**src/rtl/dma_pkg.sv**
```systemverilog
// Shared constants and state encoding for the DMA device handshake.
// The controller side uses the same widths.
package dma_pkg;

    localparam int ADD_LEN   = 16;
    localparam int DATA_LEN  = 16;
    localparam int BUF_DEPTH = 5;
    localparam int WDOG_LEN  = 10;

    typedef enum logic [2:0] {
        ST_IDLE  = 3'd0,
        ST_REQ0  = 3'd1,
        ST_REQ1  = 3'd2,
        ST_XFER  = 3'd3,
        ST_DRAIN = 3'd4,
        ST_FIN   = 3'd5,
        ST_ERR   = 3'd6
    } dev_state_e;

endpackage

```
**src/rtl/dma_dev_port_if.sv**
```systemverilog
// Device <-> DMA controller handshake bundle.
// The master modport is the device endpoint; slave is the controller.
interface dma_dev_port_if #(
    parameter int ADD_LEN  = dma_pkg::ADD_LEN,
    parameter int DATA_LEN = dma_pkg::DATA_LEN
);
    logic                rqst;
    logic                rd_wr;
    logic [ADD_LEN-1:0]  num_words;
    logic [ADD_LEN:0]    start_addr;
    logic                dev_ack;
    logic [DATA_LEN-1:0] dev_in;
    logic [DATA_LEN-1:0] dev_out;
    logic                dma_ack;
    logic                end_flag;

    modport master (
        output rqst, rd_wr, num_words, start_addr, dev_ack, dev_in,
        input  dev_out, dma_ack, end_flag
    );

    modport slave (
        input  rqst, rd_wr, num_words, start_addr, dev_ack, dev_in,
        output dev_out, dma_ack, end_flag
    );
endinterface

```
**src/rtl/dma_dev_buf.sv**
```systemverilog
// Local word buffer: one write port, two combinational read ports.
// Contents are deliberately not reset.
module dma_dev_buf #(
    parameter int DATA_LEN  = dma_pkg::DATA_LEN,
    parameter int BUF_DEPTH = dma_pkg::BUF_DEPTH
) (
    input  logic                 clk,
    input  logic                 we_i,
    input  logic [BUF_DEPTH-1:0] waddr_i,
    input  logic [DATA_LEN-1:0]  wdata_i,
    input  logic [BUF_DEPTH-1:0] raddr_a_i,
    output logic [DATA_LEN-1:0]  rdata_a_o,
    input  logic [BUF_DEPTH-1:0] raddr_b_i,
    output logic [DATA_LEN-1:0]  rdata_b_o
);
    logic [DATA_LEN-1:0] mem_q [2**BUF_DEPTH];

    always_ff @(posedge clk) begin
        if (we_i) begin
            mem_q[waddr_i] <= wdata_i;
        end
    end

    assign rdata_a_o = mem_q[raddr_a_i];
    assign rdata_b_o = mem_q[raddr_b_i];
endmodule

```
**src/rtl/dma_dev_port.sv**
```systemverilog
// Device-side DMA endpoint: requests a transfer, then streams words between
// the local buffer and the controller until end_flag.
//   state | meaning
//   IDLE  | waiting for cfg_start, local buffer port open
//   REQ0  | rqst, controller samples request
//   REQ1  | rqst, controller latches registers
//   XFER  | dev_ack high, words move on dma_ack
//   DRAIN | all words moved, waiting for end_flag
//   FIN   | done pulse
//   ERR   | error pulse (bad length or watchdog)
module dma_dev_port #(
    parameter int ADD_LEN   = dma_pkg::ADD_LEN,
    parameter int DATA_LEN  = dma_pkg::DATA_LEN,
    parameter int BUF_DEPTH = dma_pkg::BUF_DEPTH,
    parameter int WDOG_LEN  = dma_pkg::WDOG_LEN
) (
    input  logic                 clk,
    input  logic                 reset,
    input  logic                 cfg_start,
    input  logic                 cfg_dir,
    input  logic [BUF_DEPTH:0]   cfg_len,
    input  logic [ADD_LEN-1:0]   cfg_addr,
    input  logic                 loc_we,
    input  logic [BUF_DEPTH-1:0] loc_addr,
    input  logic [DATA_LEN-1:0]  loc_wdata,
    output logic [DATA_LEN-1:0]  loc_rdata,
    output logic                 busy,
    output logic                 done,
    output logic                 error,
    output logic [BUF_DEPTH:0]   words_moved,
    dma_dev_port_if.master       dma
);
    import dma_pkg::*;

    localparam logic [BUF_DEPTH:0] LEN_MAX = (BUF_DEPTH+1)'(2**BUF_DEPTH);

    dev_state_e           state_q, state_d;
    logic [BUF_DEPTH-1:0] ptr_q, ptr_d;
    logic [BUF_DEPTH:0]   words_q, words_d;
    logic [BUF_DEPTH:0]   len_q, len_d;
    logic [BUF_DEPTH:0]   words_inc;
    logic [WDOG_LEN-1:0]  wdog_q, wdog_d;
    logic                 dir_q, dir_d;
    logic [ADD_LEN-1:0]   addr_q, addr_d;
    logic                 accept;
    logic                 buf_we;
    logic [BUF_DEPTH-1:0] buf_waddr;
    logic [DATA_LEN-1:0]  buf_wdata;
    logic [DATA_LEN-1:0]  buf_rd_b;

    // A dma_ack once the count is complete is not a transfer.
    assign accept    = (state_q == ST_XFER) && dma.dma_ack && (words_q != len_q);
    assign words_inc = words_q + (BUF_DEPTH+1)'(1);

    always_ff @(posedge clk) begin
        if (reset) begin
            state_q <= ST_IDLE;
            ptr_q   <= '0;
            words_q <= '0;
            len_q   <= '0;
            wdog_q  <= '1;
            dir_q   <= 1'b0;
            addr_q  <= '0;
        end else begin
            state_q <= state_d;
            ptr_q   <= ptr_d;
            words_q <= words_d;
            len_q   <= len_d;
            wdog_q  <= wdog_d;
            dir_q   <= dir_d;
            addr_q  <= addr_d;
        end
    end

    always_comb begin
        state_d   = state_q;
        ptr_d     = ptr_q;
        words_d   = words_q;
        len_d     = len_q;
        wdog_d    = wdog_q;
        dir_d     = dir_q;
        addr_d    = addr_q;
        buf_we    = 1'b0;
        buf_waddr = loc_addr;
        buf_wdata = loc_wdata;
        case (state_q)
            ST_IDLE: begin
                buf_we = loc_we;
                if (cfg_start) begin
                    dir_d   = cfg_dir;
                    len_d   = cfg_len;
                    addr_d  = cfg_addr;
                    ptr_d   = '0;
                    words_d = '0;
                    wdog_d  = '1;
                    state_d = (cfg_len > LEN_MAX) ? ST_ERR : ST_REQ0;
                end
            end
            ST_REQ0: state_d = ST_REQ1;
            // zero-length transfers never raise dev_ack
            ST_REQ1: state_d = (len_q == '0) ? ST_DRAIN : ST_XFER;
            ST_XFER, ST_DRAIN: begin
                if (accept) begin
                    ptr_d   = ptr_q + BUF_DEPTH'(1);
                    words_d = words_inc;
                    if (dir_q) begin
                        buf_we    = 1'b1;
                        buf_waddr = ptr_q;
                        buf_wdata = dma.dev_out;
                    end
                    if (words_inc == len_q) begin
                        state_d = ST_DRAIN;
                    end
                end
                if (dma.dma_ack || dma.end_flag) begin
                    wdog_d = '1;
                end else if (wdog_q == '0) begin
                    state_d = ST_ERR;
                end else begin
                    wdog_d = wdog_q - WDOG_LEN'(1);
                end
            end
            ST_FIN, ST_ERR: state_d = ST_IDLE;
            default:        state_d = ST_IDLE;
        endcase
        if (dma.end_flag && (state_q inside {ST_REQ0, ST_REQ1, ST_XFER, ST_DRAIN})) begin
            state_d = ST_FIN;
        end
    end

    dma_dev_buf #(
        .DATA_LEN (DATA_LEN),
        .BUF_DEPTH(BUF_DEPTH)
    ) u_buf (
        .clk      (clk),
        .we_i     (buf_we),
        .waddr_i  (buf_waddr),
        .wdata_i  (buf_wdata),
        .raddr_a_i(loc_addr),
        .rdata_a_o(loc_rdata),
        .raddr_b_i(ptr_q),
        .rdata_b_o(buf_rd_b)
    );

    assign busy           = (state_q != ST_IDLE);
    assign done           = (state_q == ST_FIN);
    assign error          = (state_q == ST_ERR);
    assign words_moved    = words_q;
    assign dma.rqst       = (state_q == ST_REQ0) || (state_q == ST_REQ1);
    assign dma.dev_ack    = (state_q == ST_XFER);
    assign dma.rd_wr      = dir_q;
    assign dma.num_words  = ADD_LEN'(len_q);
    assign dma.start_addr = {1'b0, addr_q};
    assign dma.dev_in     = ((state_q == ST_XFER) && !dir_q) ? buf_rd_b : '0;
endmodule

```
**src/flat_wrapper.sv**
```systemverilog
// flat-port wrapper written by rule: the top's interface ports become plain ports
module dma_dev_port_flat import dma_pkg::*;
#(
    parameter int ADD_LEN   = dma_pkg::ADD_LEN,
    parameter int DATA_LEN  = dma_pkg::DATA_LEN,
    parameter int BUF_DEPTH = dma_pkg::BUF_DEPTH,
    parameter int WDOG_LEN  = dma_pkg::WDOG_LEN
)
  (clk, reset, cfg_start, cfg_dir, cfg_len, cfg_addr, loc_we, loc_addr, loc_wdata, loc_rdata, busy, done, error, words_moved, dma_rqst, dma_rd_wr, dma_num_words, dma_start_addr, dma_dev_ack, dma_dev_in, dma_dev_out, dma_dma_ack, dma_end_flag);
  dma_dev_port_if #(.ADD_LEN(ADD_LEN), .DATA_LEN(DATA_LEN)) dma_i ();
  input  logic clk;
  input  logic reset;
  input  logic cfg_start;
  input  logic cfg_dir;
  input  logic [BUF_DEPTH:0] cfg_len;
  input  logic [ADD_LEN-1:0] cfg_addr;
  input  logic loc_we;
  input  logic [BUF_DEPTH-1:0] loc_addr;
  input  logic [DATA_LEN-1:0] loc_wdata;
  output logic [DATA_LEN-1:0] loc_rdata;
  output logic busy;
  output logic done;
  output logic error;
  output logic [BUF_DEPTH:0] words_moved;
  output wire logic [$bits(dma_i.rqst)-1:0] dma_rqst;
  output wire logic [$bits(dma_i.rd_wr)-1:0] dma_rd_wr;
  output wire logic [$bits(dma_i.num_words)-1:0] dma_num_words;
  output wire logic [$bits(dma_i.start_addr)-1:0] dma_start_addr;
  output wire logic [$bits(dma_i.dev_ack)-1:0] dma_dev_ack;
  output wire logic [$bits(dma_i.dev_in)-1:0] dma_dev_in;
  input wire logic [$bits(dma_i.dev_out)-1:0] dma_dev_out;
  input wire logic [$bits(dma_i.dma_ack)-1:0] dma_dma_ack;
  input wire logic [$bits(dma_i.end_flag)-1:0] dma_end_flag;
  assign dma_rqst = dma_i.rqst;
  assign dma_rd_wr = dma_i.rd_wr;
  assign dma_num_words = dma_i.num_words;
  assign dma_start_addr = dma_i.start_addr;
  assign dma_dev_ack = dma_i.dev_ack;
  assign dma_dev_in = dma_i.dev_in;
  assign dma_i.dev_out = dma_dev_out;
  assign dma_i.dma_ack = dma_dma_ack;
  assign dma_i.end_flag = dma_end_flag;
  dma_dev_port #(.ADD_LEN(ADD_LEN), .DATA_LEN(DATA_LEN), .BUF_DEPTH(BUF_DEPTH), .WDOG_LEN(WDOG_LEN)) u_core (.clk(clk), .reset(reset), .cfg_start(cfg_start), .cfg_dir(cfg_dir), .cfg_len(cfg_len), .cfg_addr(cfg_addr), .loc_we(loc_we), .loc_addr(loc_addr), .loc_wdata(loc_wdata), .loc_rdata(loc_rdata), .busy(busy), .done(done), .error(error), .words_moved(words_moved), .dma(dma_i));
endmodule
```
**config.mk**
```make
export PLATFORM = sky130hd
export DESIGN_NAME = dma_dev_port_flat
export DESIGN_NICKNAME = d
export VERILOG_FILES = /design/src/rtl/dma_pkg.sv /design/src/rtl/dma_dev_port_if.sv /design/src/rtl/dma_dev_buf.sv /design/src/rtl/dma_dev_port.sv /design/src/flat_wrapper.sv
export SDC_FILE = /design/constraint.sdc
export NUM_CORES = 1
export LEC_CHECK = 0
export ABC_AREA = 0
export BUFFER_PORTS_ARGS = -buffer_cell sky130_fd_sc_hd__buf_2
export CORE_ASPECT_RATIO = 0.6
export CORE_UTILIZATION = 60
export CTS_CLUSTER_DIAMETER = 150
export DETAILED_ROUTE_END_ITERATION = 16
export HOLD_SLACK_MARGIN = 0.12
export PLACE_DENSITY = 0.75
export REMOVE_ABC_BUFFERS = 1
export SLEW_MARGIN = 15
export SYNTH_ARGS = -nofsm -noshare
export SYNTH_HDL_FRONTEND = slang
export SYNTH_SLANG_ARGS = --single-unit
```
**constraint.sdc**
```tcl
create_clock -name clk -period 4.47 [get_ports clk]
set_input_delay 0.894 -clock clk [delete_from_list [all_inputs] [get_ports clk]]
set_output_delay 0.894 -clock clk [all_outputs]
set_load 0.05 [all_outputs]
```
* After elaboration in Yosys (flattened, before gate mapping) *
Memories as Yosys holds them, arrays and structs flattened. A register that Yosys moved wholly into a read port is not among the register bits.
Cells that the tools add are included.

storage, ports and cells
  bits in registers = 47
  RAM bits = 512
  bits of input ports = 66
  memories = 1

operators by class
  $add $sub $neg = 3
  order comparisons = 1
  equal/unequal tests = 12
  mux-type cells = 33
  reductions and logical operators = 18

memories
  name                depth  width  read ports  clocked after Yosys merged registers in  write ports  RTL line           source
  u_core.u_buf.mem_q  32     16     2           1                                        1            dma_dev_buf.sv:16  logic [DATA_LEN-1:0] mem_q [2**BUF_DEPTH];

operator list
  operator                 count
  $mux W16                 4
  $mux W5                  7
  $mux W10                 3
  $mux W3                  8
  $pmux W10 S2             1
  $mux W6                  2
  $pmux W3 S4              1
  $pmux W6 S2              1
  $logic_not A10 Y1        1
  $pmux W5 S2              1
  $sub A10 B1 Y10 const B  1
  $eq A3 B3 Y1 const B     3
  $add A6 B1 Y6 const B    1
  $eq A3 B2 Y1 const B     2
  $eq A6 B6 Y1             1
  $gt A6 B6 Y1 const B     1
  $logic_not A6 Y1         1
  $ne A3 B2 Y1 const B     2
  $ne A6 B6 Y1             1
  $reduce_and A3 Y1        2
  $add A5 B1 Y5 const B    1
  $logic_and A1 B1 Y1      4
  $mux W1                  4
  $reduce_bool A4 Y1       1
  other kinds (11)         13

* Depth between registers and ports, before layout *
  depth in word-level cells = 8
  gate-level depth with buffers = 8

* Cells and area by module *
A second synthesis with hierarchy kept.

unflattened totals
  cells, all modules = 2043
  area total of the unflattened synthesis = 27729.1 um^2

by module, submodules not included
  module        instances  cells each  area each (um^2)
  dma_dev_buf   1          1696        24791.3
  dma_dev_port  1          347         2937.8

* Least setup slack after synthesis *
OpenSTA, ideal clock, no wires.

  kind = input to register
  start = input loc_addr[1]
  end = memory u_core.u_buf.mem_q[19][0] (enable)
  setup time = 0.416 ns
  data arrival time = 3.249 ns
  data required time = 4.054 ns
  path slack = 0.805 ns
  stages on the path = 5
  cells stage by stage = buf_2 buf_2 clkbuf_1 nand4_1 o32ai_1

on the way
  longest elaborated chain between the ends = 3

RTL lines
  what             RTL line             source
  start, declared  flat_wrapper.sv:18   input logic [BUF_DEPTH-1:0] loc_addr;
  $mux W5          dma_dev_port.sv:106  if (dir_q) begin
  $mux W5          dma_dev_port.sv:103  if (accept) begin
  $mux W5 *        dma_dev_port.sv:86   case (state_q)
  end, declared    dma_dev_buf.sv:16

Mark *: on every way between the ends. The rest lies on a longest branch, timed or not.

==> flow_summary.rst <==
.. list-table::
   :header-rows: 1

   * - Metric
     - Value
   * - Ant. Diodes
     - 0
   * - Netlist cell types
     - 62
   * - Placement-stage cell area
     - 28300 um^2
   * - Top cell type's share of synthesized area
     - 58.0%
   * - Setup crit end kind
     - output port
   * - Effective utilization at floorplan
     - 61.0%
   * - Count of hold-fix buffers inserted at cts
     - 0
   * - RSZ-0062 raised after global routing
     - no
   * - DRT iter0 DRCs
     - 2399
   * - Final critical-path setup slack
     - around 0.25 ns
   * - Cell type group with the largest total delay on the critical path
     - buffers and inverters
   * - Floorplan Core Area
     - 43500 um^2
   * - Number of hold violations in the final report
     - 0
   * - Routability congestion estimate from global placement
     - 0.906
   * - Clock transition at the register clock pins on the worst setup and hold paths after CTS
     - 0.06 ns
   * - Number of antenna violations at the first check in global routing
     - 0
   * - Max stage delay on crit path
     - around 0.8 ns
   * - Arr. time, crit path
     - ~3.3 ns
   * - First-pass GRT wire length
     - between 100000 and 150000 um
   * - Buffer type at the clock tree root
     - sky130_fd_sc_hd__clkbuf_16
   * - Crit-path slowest cell
     - sky130_fd_sc_hd__dfxtp_4
   * - Count of non-filler cells in the finished layout
     - between 2000 and 2500
   * - Synth async-reset ratio
     - 0%
   * - Post-DP HPWL
     - 43100 um
   * - Post-CTS Setup Inserts
     - 0
   * - Antenna Nets Post-Route
     - 0
   * - Pwr per Cell Area
     - 417 nW/um^2
   * - Clock tree from TritonCTS
     - done
   * - Standard-cell rows
     - just under 60
   * - Pin count of the biggest net entering global routing
     - 48
   * - Flops & latches, synth
     - 564
   * - Worst slack at placement
     - 0.375 ns
   * - Detail-routed via count per cell
     - approximately 7.2
   * - Final WL
     - 69900 um
   * - Area grow syn2layout
     - 12.7%
   * - Layout Nets
     - 1624
   * - Commonest cells after routing, fill and taps aside
     - sky130_fd_sc_hd__edfxtp_1 (512), sky130_fd_sc_hd__mux4_2 (304), sky130_fd_sc_hd__buf_2 (128)
   * - Detailed-route DRC error count
     - 0
   * - Seq/Total Area, Yosys
     - ~62%
   * - Max Freq
     - 237 MHz
   * - Hold WC Path Type
     - register to register
   * - Largest area contributor in the synthesized netlist
     - sky130_fd_sc_hd__edfxtp_1
   * - Leakage power figure
     - 9.49 nW
   * - Crit path max fanout
     - 40
   * - Pins over their slew limit
     - 0
   * - Cell with the most instances on the worst path
     - sky130_fd_sc_hd__mux4_2
   * - Critical Path RT
     - between 3 and 4 ns
   * - Synth Instances
     - 1394
   * - Total number of H-tree levels
     - 2
   * - Number of placed instances with taps included
     - 2082
   * - Number of enable flip-flop cells after synthesis
     - 512
   * - Per-cell routed wire length
     - 32.2 um
   * - Worst IR Drop VDD
     - approximately 0.4 mV
   * - Final cell area excluding filler cells
     - 29900 um^2
   * - Max cap viols
     - 0
   * - Via total after detailed routing
     - 15600
   * - Number of port buffers
     - ~130
   * - Longest Clk Path Bufs
     - 3
   * - Global-route congestion overflow total
     - 0
   * - Worst path buffer plus inverter count
     - 3
   * - Post-route clock skew
     - 0.0166 ns
   * - Width of the die
     - ~270 um
   * - Sinks on Clock Net
     - 564
   * - Clock period minus worst slack
     - 4.22 ns
   * - Insertion delay of the later-clocked pin in the worst-skew pair
     - around 0.58 ns
   * - Mapped Avg Cell Area
     - 19.0 um^2
   * - Number of synthesis warnings
     - 0
   * - Iteration count of the initial detailed-routing pass
     - 5
   * - Max-slew headroom
     - around a quarter
   * - CTS resizes
     - 0
   * - Critical path cell sequence
     - buf_4 > mux4_2 > mux4_2 > clkinv_1 > a221oi_1 > buf_2
   * - Run status
     - finished, final reports clean
   * - CTS buffer count
     - 50
   * - Type of the setup path with the least slack
     - register to output port
   * - Pin slew with the least headroom to its limit
     - 1.15 ns
   * - Post-layout power
     - 12.5 mW
   * - Endpoints failing setup
     - 0
   * - Fraction of layout instances using a drive strength above 1
     - a little over 40%
   * - Die height
     - around 160 um
   * - Total Routing Usage GR
     - approximately 32%
   * - Top flip-flop cell by instance count after synthesis
     - sky130_fd_sc_hd__edfxtp_1
   * - I/O pin cnt
     - between 100 and 150
   * - Commonest non-fill, non-tap cell in the layout
     - sky130_fd_sc_hd__edfxtp_1
   * - Vias in the first global route
     - 15700
   * - Sort of element at the start of the critical path
     - register
   * - Netlist Area Pre-Place
     - 26500 um^2
   * - Die area
     - about 45000 um^2
   * - Final Cycle Share
     - about 94%
   * - Synth area leaders
     - sky130_fd_sc_hd__edfxtp_1 (58%), sky130_fd_sc_hd__mux4_2 (26%), sky130_fd_sc_hd__dfxtp_1 (3.9%)
-- worst reg2reg max path, stage by stage, from the launching register on --
cell and delay, ns:
sky130_fd_sc_hd__dfxtp_1 0.62, sky130_fd_sc_hd__nand3b_1 0.20, sky130_fd_sc_hd__inv_1 0.24, sky130_fd_sc_hd__and2_1 0.23
sky130_fd_sc_hd__o211a_2 0.52, sky130_fd_sc_hd__nand2_1 0.48, sky130_fd_sc_hd__o22ai_2 0.73, sky130_fd_sc_hd__buf_4 0.32
-- power by group --
| group | internal (mW) | switching [mW] |
|---|---|---|
| sequential | 5.90 | 0.134 |
| combinational | 0.873 | 1.34 |
| clock | 2.33 | 1.90 |
-- state kept, by name, summed over array words and instances (netlist names), named ones only --
| signal | flops |
|---|---|
| u_core.words_moved | 6 |
| u_core.dma.rd_wr | 1 |
| u_core.len_q | 6 |
| u_core.ptr_q | 5 |
| u_core.u_buf.mem_q | 512 |
| u_core.state_q | 3 |
| u_core.wdog_q | 10 |
| u_core.addr_q | 16 |
-- per-stage QoR --
step | hold WS (ns) | setup TNS (ns) | util (%)
floorplan | 0.459 | -61.96 | -
global placement | 0.440 | 0 | 65.2
detailed placement | 0.444 | 0 | 65.2
CTS | 0.453 | 0 | 68.8
global route | 0.467 | 0 | 68.8
finish | 0.453 | 0 | 68.8
-- logic make-up (layout without fill, tap and decap cells) --
kind of cell	after synthesis	in the layout	synth area share [%]
other cells	1	11	0.0141
mux	355	355	27.9
xor+xnor	19	19	0.627
fa+ha+maj	3	3	0.142
compound gates	130	130	3.49
buf+inv	135	327	2.51
simple gates	187	187	3.45
flops	564	564	61.9
-- cell type report --
| cell class | count | area (um^2) |
|---|---|---|
| fillers | 2684 | 13600 |
| multi-input cells | 705 | 9690 |
| inverters | 23 | 86.3 |
| flip-flops and latches | 564 | 16400 |
| well taps | 579 | 724 |
| clock buffers | 73 | 1460 |
| clock inverters | 20 | 115 |
| repair buffers | 211 | 1400 |
-- metal layers --
layer  part of all wire, %  vias to the layer above  GRT usage [%]
li1                      -                     6271              -
met1                    39                     8073           46.8
met2                    47                     1164           49.8
met3                    12                      131           7.10
met4                   2.2                        0           8.05
met5                     0                        -              0
-- cell usage after synthesis, types with 3 or more instances --
cell / instances
sky130_fd_sc_hd__a31o_1: 3
sky130_fd_sc_hd__nand4_1: 8
sky130_fd_sc_hd__xnor2_1: 8
sky130_fd_sc_hd__o22ai_1: 18
sky130_fd_sc_hd__nand2b_1: 10
sky130_fd_sc_hd__clkinv_1: 16
sky130_fd_sc_hd__mux2_1: 16
sky130_fd_sc_hd__nand3b_1: 5
sky130_fd_sc_hd__o2111ai_1: 3
sky130_fd_sc_hd__a21oi_1: 39
sky130_fd_sc_hd__nor2_1: 30
sky130_fd_sc_hd__nor2b_1: 6
sky130_fd_sc_hd__and3_1: 4
sky130_fd_sc_hd__xor2_1: 11
sky130_fd_sc_hd__nor3_1: 5
sky130_fd_sc_hd__o32ai_1: 3
sky130_fd_sc_hd__inv_1: 7
sky130_fd_sc_hd__buf_2: 26
sky130_fd_sc_hd__clkbuf_1: 51
sky130_fd_sc_hd__edfxtp_1: 512
sky130_fd_sc_hd__mux2_2: 16
sky130_fd_sc_hd__or2_2: 3
sky130_fd_sc_hd__or3_1: 9
sky130_fd_sc_hd__mux4_2: 304
sky130_fd_sc_hd__o221ai_1: 16
sky130_fd_sc_hd__a221oi_1: 16
sky130_fd_sc_hd__nor4_1: 5
sky130_fd_sc_hd__nand2_1: 80
sky130_fd_sc_hd__o211ai_1: 6
sky130_fd_sc_hd__buf_4: 22
sky130_fd_sc_hd__o21ai_1: 5
sky130_fd_sc_hd__mux2i_1: 19
sky130_fd_sc_hd__ha_1: 3
sky130_fd_sc_hd__buf_6: 6
sky130_fd_sc_hd__o2bb2ai_1: 4
sky130_fd_sc_hd__dfxtp_1: 52
sky130_fd_sc_hd__or4_1: 4
sky130_fd_sc_hd__nand3_1: 9
sky130_fd_sc_hd__buf_1: 7
-- path summary, 6_finish.rpt --
| path | startpoint | end | slack (ns) | cells past startpoint |
|---|---|---|---|---|
| min reg2reg | u_core.addr_q[9] | u_core.addr_q[9] | 0.45 | 2 |
| max | register | dma_dev_in[11] | 0.25 | 6 |
| min | u_core.addr_q[9] | u_core.addr_q[9] | 0.45 | 2 |
| max reg2reg | u_core.state_q[0] | u_core.u_buf.mem_q[31][7] | 0.82 | 7 |
No activity file was read; power rests on OpenSTA's default activity.
